`config.mk`:
```
export PLATFORM = sky130hd
export DESIGN_NAME = uart_wb_arbiter
export DESIGN_NICKNAME = d
export VERILOG_FILES = /design/src/rtl/uart_wb_arbiter.sv
export SDC_FILE = /design/constraint.sdc
export NUM_CORES = 1
export LEC_CHECK = 0
export CAP_MARGIN = 20
export CORE_MARGIN = 2
export CORE_UTILIZATION = 43
export DETAILED_ROUTE_END_ITERATION = 8
export PLACE_DENSITY = 0.79
export SLEW_MARGIN = 15
export SYNTH_ARGS = -nofsm -noshare
export SYNTH_HDL_FRONTEND = slang
export SYNTH_SLANG_ARGS = --single-unit
```
`constraint.sdc`:
```
create_clock -name clk -period 2.5 [get_ports clk]
set_input_delay 0.625 -clock clk [delete_from_list [all_inputs] [get_ports clk]]
set_output_delay 0.625 -clock clk [all_outputs]
set_load 0.05 [all_outputs]
```
`src/rtl/uart_wb_arbiter.sv`:
```
// Round-robin arbiter sharing the uart register port between two masters.
// Requests are serialised onto one strobe/ack bus, guarded by a timeout.
module uart_wb_arbiter #(
    parameter int ADDR_W  = 12,
    parameter int DATA_W  = 8,
    parameter int TIMEOUT = 255
) (
    input  logic              clk,
    input  logic              reset,
    input  logic [ADDR_W-1:0] m0_addr,
    input  logic [DATA_W-1:0] m0_data_in,
    output logic [DATA_W-1:0] m0_data_out,
    input  logic              m0_we,
    input  logic              m0_stb,
    output logic              m0_ack,
    output logic              m0_err,
    input  logic [ADDR_W-1:0] m1_addr,
    input  logic [DATA_W-1:0] m1_data_in,
    output logic [DATA_W-1:0] m1_data_out,
    input  logic              m1_we,
    input  logic              m1_stb,
    output logic              m1_ack,
    output logic              m1_err,
    output logic [ADDR_W-1:0] s_addr,
    output logic [DATA_W-1:0] s_data_out,
    input  logic [DATA_W-1:0] s_data_in,
    output logic              s_we,
    output logic              s_stb,
    input  logic              s_ack,
    output logic              owner
);

    typedef enum logic [2:0] {
        IDLE,
        WAIT_ACK,
        DONE,
        ERR,
        DRAIN
    } state_e;

    // Counter hits this value on the cycle the timeout fires.
    localparam logic [7:0] TO_LAST = 8'(TIMEOUT - 1);

    state_e                   state_q, state_d;
    logic                     owner_q, owner_d;
    logic [7:0]               cnt_q, cnt_d;
    logic [ADDR_W-1:0]        s_addr_q, s_addr_d;
    logic [DATA_W-1:0]        s_data_q, s_data_d;
    logic                     s_we_q, s_we_d;
    logic                     s_stb_q, s_stb_d;
    logic [1:0]               ack_q, ack_d;
    logic [1:0]               err_q, err_d;
    logic [1:0][DATA_W-1:0]   dout_q, dout_d;

    logic win;
    logic own_stb;

    // On a tie the master that was not granted last wins.
    assign win     = (m0_stb && m1_stb) ? ~owner_q : m1_stb;
    assign own_stb = owner_q ? m1_stb : m0_stb;

    // Next-state and registered-output logic of the grant FSM.
    always_comb begin
        state_d  = state_q;
        owner_d  = owner_q;
        cnt_d    = cnt_q;
        s_addr_d = s_addr_q;
        s_data_d = s_data_q;
        s_we_d   = s_we_q;
        s_stb_d  = s_stb_q;
        ack_d    = ack_q;
        err_d    = err_q;
        dout_d   = dout_q;
        unique case (state_q)
            IDLE: begin
                if (m0_stb || m1_stb) begin
                    owner_d  = win;
                    s_addr_d = win ? m1_addr : m0_addr;
                    s_data_d = win ? m1_data_in : m0_data_in;
                    s_we_d   = win ? m1_we : m0_we;
                    s_stb_d  = 1'b1;
                    cnt_d    = '0;
                    state_d  = WAIT_ACK;
                end
            end
            WAIT_ACK: begin
                if (s_ack) begin
                    if (s_we_q) begin
                        dout_d[owner_q] = s_data_in;
                    end
                    ack_d[owner_q] = 1'b1;
                    state_d        = DONE;
                end else if (cnt_q == TO_LAST) begin
                    err_d[owner_q] = 1'b1;
                    s_stb_d        = 1'b0;
                    state_d        = ERR;
                end else begin
                    cnt_d = cnt_q + 8'd1;
                end
            end
            DONE: begin
                if (!own_stb) begin
                    ack_d   = '0;
                    s_stb_d = 1'b0;
                    state_d = DRAIN;
                end
            end
            ERR: begin
                if (!own_stb) begin
                    err_d   = '0;
                    state_d = DRAIN;
                end
            end
            DRAIN: begin
                if (!s_ack) begin
                    state_d = IDLE;
                end
            end
            default: begin
                state_d = IDLE;
            end
        endcase
    end

    // State and output registers; reset leaves m0 winning the first tie.
    always_ff @(posedge clk) begin
        if (reset) begin
            state_q  <= IDLE;
            owner_q  <= 1'b1;
            cnt_q    <= '0;
            s_addr_q <= '0;
            s_data_q <= '0;
            s_we_q   <= 1'b0;
            s_stb_q  <= 1'b0;
            ack_q    <= '0;
            err_q    <= '0;
            dout_q   <= '0;
        end else begin
            state_q  <= state_d;
            owner_q  <= owner_d;
            cnt_q    <= cnt_d;
            s_addr_q <= s_addr_d;
            s_data_q <= s_data_d;
            s_we_q   <= s_we_d;
            s_stb_q  <= s_stb_d;
            ack_q    <= ack_d;
            err_q    <= err_d;
            dout_q   <= dout_d;
        end
    end

    assign m0_ack      = ack_q[0];
    assign m1_ack      = ack_q[1];
    assign m0_err      = err_q[0];
    assign m1_err      = err_q[1];
    assign m0_data_out = dout_q[0];
    assign m1_data_out = dout_q[1];
    assign s_addr      = s_addr_q;
    assign s_data_out  = s_data_q;
    assign s_we        = s_we_q;
    assign s_stb       = s_stb_q;
    assign owner       = owner_q;

endmodule

```
After elaboration in Yosys (flattened, before gate mapping)

Cells that the tools add are included.
W data, S select, Z words.

Register bits: 54
Input bits: 55
Output and inout port bits: 43
Logic and storage cells: 79

Add/subtract/negate cells: 1
Order comparisons: 2
Equal/unequal tests: 15
Muxes and demuxes: 31
Bitwise logic cells: 3
Reductions and logical operators: 16

Operators by type and width:

| cell                  | count |
|---|---|
| $mux W8               | 5 |
| $ne A2 B2 Y1 const B  | 9 |
| $bwmux W16            | 1 |
| $pmux W8 S2           | 1 |
| $mux W3               | 5 |
| $mux W12              | 1 |
| $pmux W3 S4           | 1 |
| $reduce_and A4 Y1     | 3 |
| $add A8 B1 Y8 const B | 1 |
| $demux W8 S1          | 1 |
| $eq A8 B8 Y1 const B  | 1 |
| $mux W1               | 8 |
| $mux W2               | 4 |
| $pmux W2 S2           | 2 |
| $eq A3 B2 Y1 const B  | 2 |
| $reduce_and A3 Y1     | 2 |
| $reduce_bool A2 Y1    | 3 |
| $reduce_and A5 Y1     | 1 |
| $or A2 B2 Y2          | 2 |
| $eq A3 B1 Y1 const B  | 1 |
| $eq A3 B3 Y1 const B  | 1 |
| $logic_not A3 Y1      | 1 |
| $ne A3 B3 Y1 const B  | 1 |
| $pmux W1 S3           | 1 |
| 9 further kinds       | 10 |

Longest topological paths before layout

Gate-level depths: netlist (run 1).

Depth in word-level cells: 8
Gate-level depth with buffers: 7
Gate-level depth less buffers: 6

Worst setup path before layout (run 1)

No wires, ideal clock.

Path kind: input to register
From: input port s_ack
To: register cnt_q[1]
Library setup time: 0.116 ns
Arrival time: 1.808 ns
Required time: 2.384 ns
Setup slack: 0.576 ns
Stages on the path: 5
Path buffers: 1
Cell sequence: or4b_4 o21bai_4 clkbuf_8 and4b_1 a31o_2

Longest elaborated chain between the ends: 2

Ends and longest elaborated chain:

| element                            | line | RTL |
|---|---|---|
| from (decl)                        | 29   | `input logic s_ack,` |
| $ne A2 B2 Y1 (no source line)      | -    |  |
| $reduce_and A4 Y1 (no source line) | -    |  |
| to (signal assigned)               | 141  | `cnt_q <= cnt_d;` |
| to (decl)                          | 46   | `logic [7:0] cnt_q, cnt_d;` |

Every way passes these cells.
A chain may end at the register's enable or synchronous reset.

Final worst setup path (run 1)

From: register s_we_q, in the netlist s_we
To: output port s_we

RTL lines:

| element                | line | RTL |
|---|---|---|
| from (decl)            | 49   | `logic s_we_q, s_we_d;` |
| from (signal assigned) | 144  | `s_we_q <= s_we_d;` |
| to (decl)              | 27   | `output logic s_we,` |

No word-level cell between the ends.

==> key figures, run 1 <==
Floorplan
  – Num ports: 98
  – Die area: 6160 um2
  – Initial core utilization: 0.439
  – Die Y: 78.5 um
  – Core area: 5440 um2
  – Die width: 78.5 um
  – Row Count: 27

Power and ir drop
  – Pleak: 1.34 nW
  – Flop pwr share: 0.405
  – Gate power share: 0.363
  – PD cells: 705 nW/um2
  – Sw frac: 0.349
  – Pint: 1.63 mW
  – Sw Pwr: 0.874 mW
  – Clk pwr share: 0.232
  – Maximum vdd drop: 357 uV

Timing
  – RSZ-0062 raised after global routing: no
  – Endpoints failing setup: 0
  – F_max: 0.466 GHz
  – Skew final: 3.12 ps
  – Setup TNS: 0 ps
  – Worst-margin pin slew: 606 ps
  – Final Hold Vio Count: 0
  – Tmin final: 2150 ps
  – Max-slew violations: 0
  – Period Utilization, post-route: 0.859
  – Max_slew headroom: 0.596
  – Worst hold margin: 478 ps
  – Worst setup margin: 354 ps

Critical path
  – Worst setup SP type: flop
  – Crit-path leading delay family: buffers and inverters
  – Critical path class: flop to output pin
  – Critical Path RT: 1880 ps
  – Critical path's slowest cell: clkdlybuf4s50_1
  – CP Capture Type: output pin
  – CP cell instances: clkdlybuf4s50_1
  – WP data arrival: 1520 ps
  – Crit path max fanout: 4
  – Max incr delay on CP: 840 ps
  – Crit path buf inv count: 1

Place
  – DP Cell Count: 409
  – Post-place setup slack: 72.4 ps
  – PortBufs: 97
  – Post-DP Area: 3440 um2
  – Post-DP HPWL: 4290 um
  – RePlAce Congestion: 0.827

Global route
  – Initial antenna violation count: 0
  – First-pass GRT wire length: 9560 um
  – Largest net degree at the start of global routing: 37
  – Vias in the first global route: 2123
  – Gr usage total: 0.194
  – Total grt overflow: 0

Detailed routing
  – Initial drt markers: 107
  – WL final: 5650 um
  – Post-DRT Antenna Nets: 0
  – Via Count: 2118
  – Wire length per cell: 13.6 um
  – DR pass1 iterations: 6
  – DRC viols: 0
  – Vias/cell: 5.09

Yosys
  – Net count after synthesis: 307
  – Post-synth EDFFs: 0
  – Leading register cell type out of synthesis: dfxtp_1
  – Mapped Cells: 250
  – #FFs+latches synth: 54
  – Yosys warnings: 0
  – Post-synth ARST share: 0
  – Syn_area_per_cell: 9.54 um2
  – Post-synthesis sequential area ratio: 0.453
  – Post-synth cell types: 43
  – Mapped Area: 2390 um2

CTS
  – Clock transition at path regs: 90 ps
  – CTS tree: built
  – Maximum root-to-sink buffer count: 2
  – Post-CTS setup buffers: 0
  – CTS Hold Buffers Added: 0
  – H-tree levels: 2
  – Total CTS buffers: 5
  – CTS Sinks: 54
  – Post-CTS sizing: 0
  – Worst skew pair latency: 300 ps
  – Root Driver: clkbuf_8

Cells and area
  – Design Area, Final: 3550 um2
  – Area growth from synthesis to layout: 48.7%
  – Layout cells sized above 1: 0.0698
  – Number of diodes: 0
  – Post-Layout Cell Count: 416
  – Final nets: 401

Hold path
  – HP Class: flop to flop

Run
  – Maxcap violations: 0

Status
  – Outcome: finished, final reports clean
power groups by stage:
| stage | combinational, mW | sequential, mW | clock, mW |
|---|---|---|---|
| after global routing | 0.974 | 1.03 | 0.634 |
| after global placement | 0.902 | 1.03 | 0 |
| final | 0.908 | 1.01 | 0.580 |
| after detailed placement | 0.910 | 1.03 | 0 |
| after floorplan | 0.316 | 1.29 | 0 |
| after CTS | 0.913 | 1.01 | 0.594 |
placed cells by master (no fill, tap or decap), types with 2 or more instances in the layout:
| cell | n |
|---|---|
| clkdlybuf4s50_1 | 96 |
| dfxtp_1 | 54 |
| nor2_1 | 46 |
| mux2i_1 | 39 |
| a211oi_1 | 23 |
| nand3_1 | 12 |
| buf_4 | 7 |
| clkbuf_8 | 6 |
| a21oi_1 | 5 |
| or3_1 | 5 |
| a31oi_1 | 5 |
| nor3_1 | 4 |
| inv_1 | 3 |
| nand2b_1 | 3 |
| o211ai_1 | 3 |
| nand2_1 | 3 |
| ha_1 | 2 |
per-stage QoR:
stage / power [mW] / util
after floorplan: 1.61 / -
after global placement: 1.93 / 0.632
after detailed placement: 1.94 / 0.632
after CTS: 2.52 / 0.652
after global routing: 2.63 / 0.652
final: 2.50 / 0.652
synth_stat cells, drive strengths merged (2+ instances only):
cell type / number / area, um2
o211ai: 3 / 22.5
clkbuf: 12 / 55.1
ha: 2 / 25.0
nor2: 46 / 173
nand4: 2 / 18.8
a211oi: 23 / 173
buf: 6 / 36.3
mux2i: 39 / 390
nand3: 12 / 60.1
inv: 3 / 11.3
a31oi: 5 / 31.3
or3: 5 / 31.3
nand2: 3 / 11.3
nor4: 2 / 18.8
nand2b: 3 / 18.8
nor3: 4 / 20.0
nor3b: 2 / 20.0
a21oi: 5 / 25.0
dfxtp: 54 / 1080
final cells by class:
cell class	count	area, um2
multi-input cells	175	1210
well taps	72	90.1
clock inverters	1	30.0
inverters	3	11.3
clock buffers	6	82.6
repair buffers	105	1040
fillers	472	1890
flip-flops and latches	54	1080
state kept, by name, summed over array words and instances (netlist names), 2 cells and up:
register / flops
ack_q: 2
cnt_q: 8
err_q: 2
m0_data_out: 8
m1_data_out: 8
s_addr: 12
s_data_out: 8
state_q: 3
worst paths after layout:
kind / start / to / slack (ps) / cells after the start
setup / recovery: s_we$_SDFFE_PP0P_ / s_we / 350 / 1
hold / removal: ack_q[0]$_SDFFE_PP0P_ / ack_q[0]$_SDFFE_PP0P_ / 480 / 1
setup reg to reg: state_q[0]$_SDFFE_PP0P_ / cnt_q[3]$_SDFFE_PP0P_ / 570 / 4
hold reg to reg: ack_q[0]$_SDFFE_PP0P_ / ack_q[0]$_SDFFE_PP0P_ / 480 / 1
layer usage:
layer,vias up,wire length [um],global-route usage
met4,0,60,0.0684
met2,79,2630,0.314
li1,1090,-,-
met3,7,552,0.0874
met1,942,2410,0.228
met5,-,0,0
cell families (layout without fill, tap and decap cells):
group	after synthesis	count (layout)	synth area share
adder cells (fa/ha/maj)	2	2	0.0105
flip-flops	54	54	0.453
buffers and inverters	21	115	0.0430
AND/OR/NAND/NOR	89	89	0.190
multiplexers	39	39	0.164
AO/OA/AOI/OAI	45	45	0.139
Power figures use the tool's default switching activity.
==> run 2, diff against run 1 <==
--- a/config.mk
+++ b/config.mk
@@ -5,6 +5,7 @@
 export SDC_FILE = /design/constraint.sdc
 export NUM_CORES = 1
 export LEC_CHECK = 0
+export ABC_CLOCK_PERIOD_IN_PS = 2500
 export CAP_MARGIN = 20
 export CORE_MARGIN = 2
 export CORE_UTILIZATION = 43
==> results of run 2 <==
The final DEF is identical to that of run 1; final timing and power are the same.
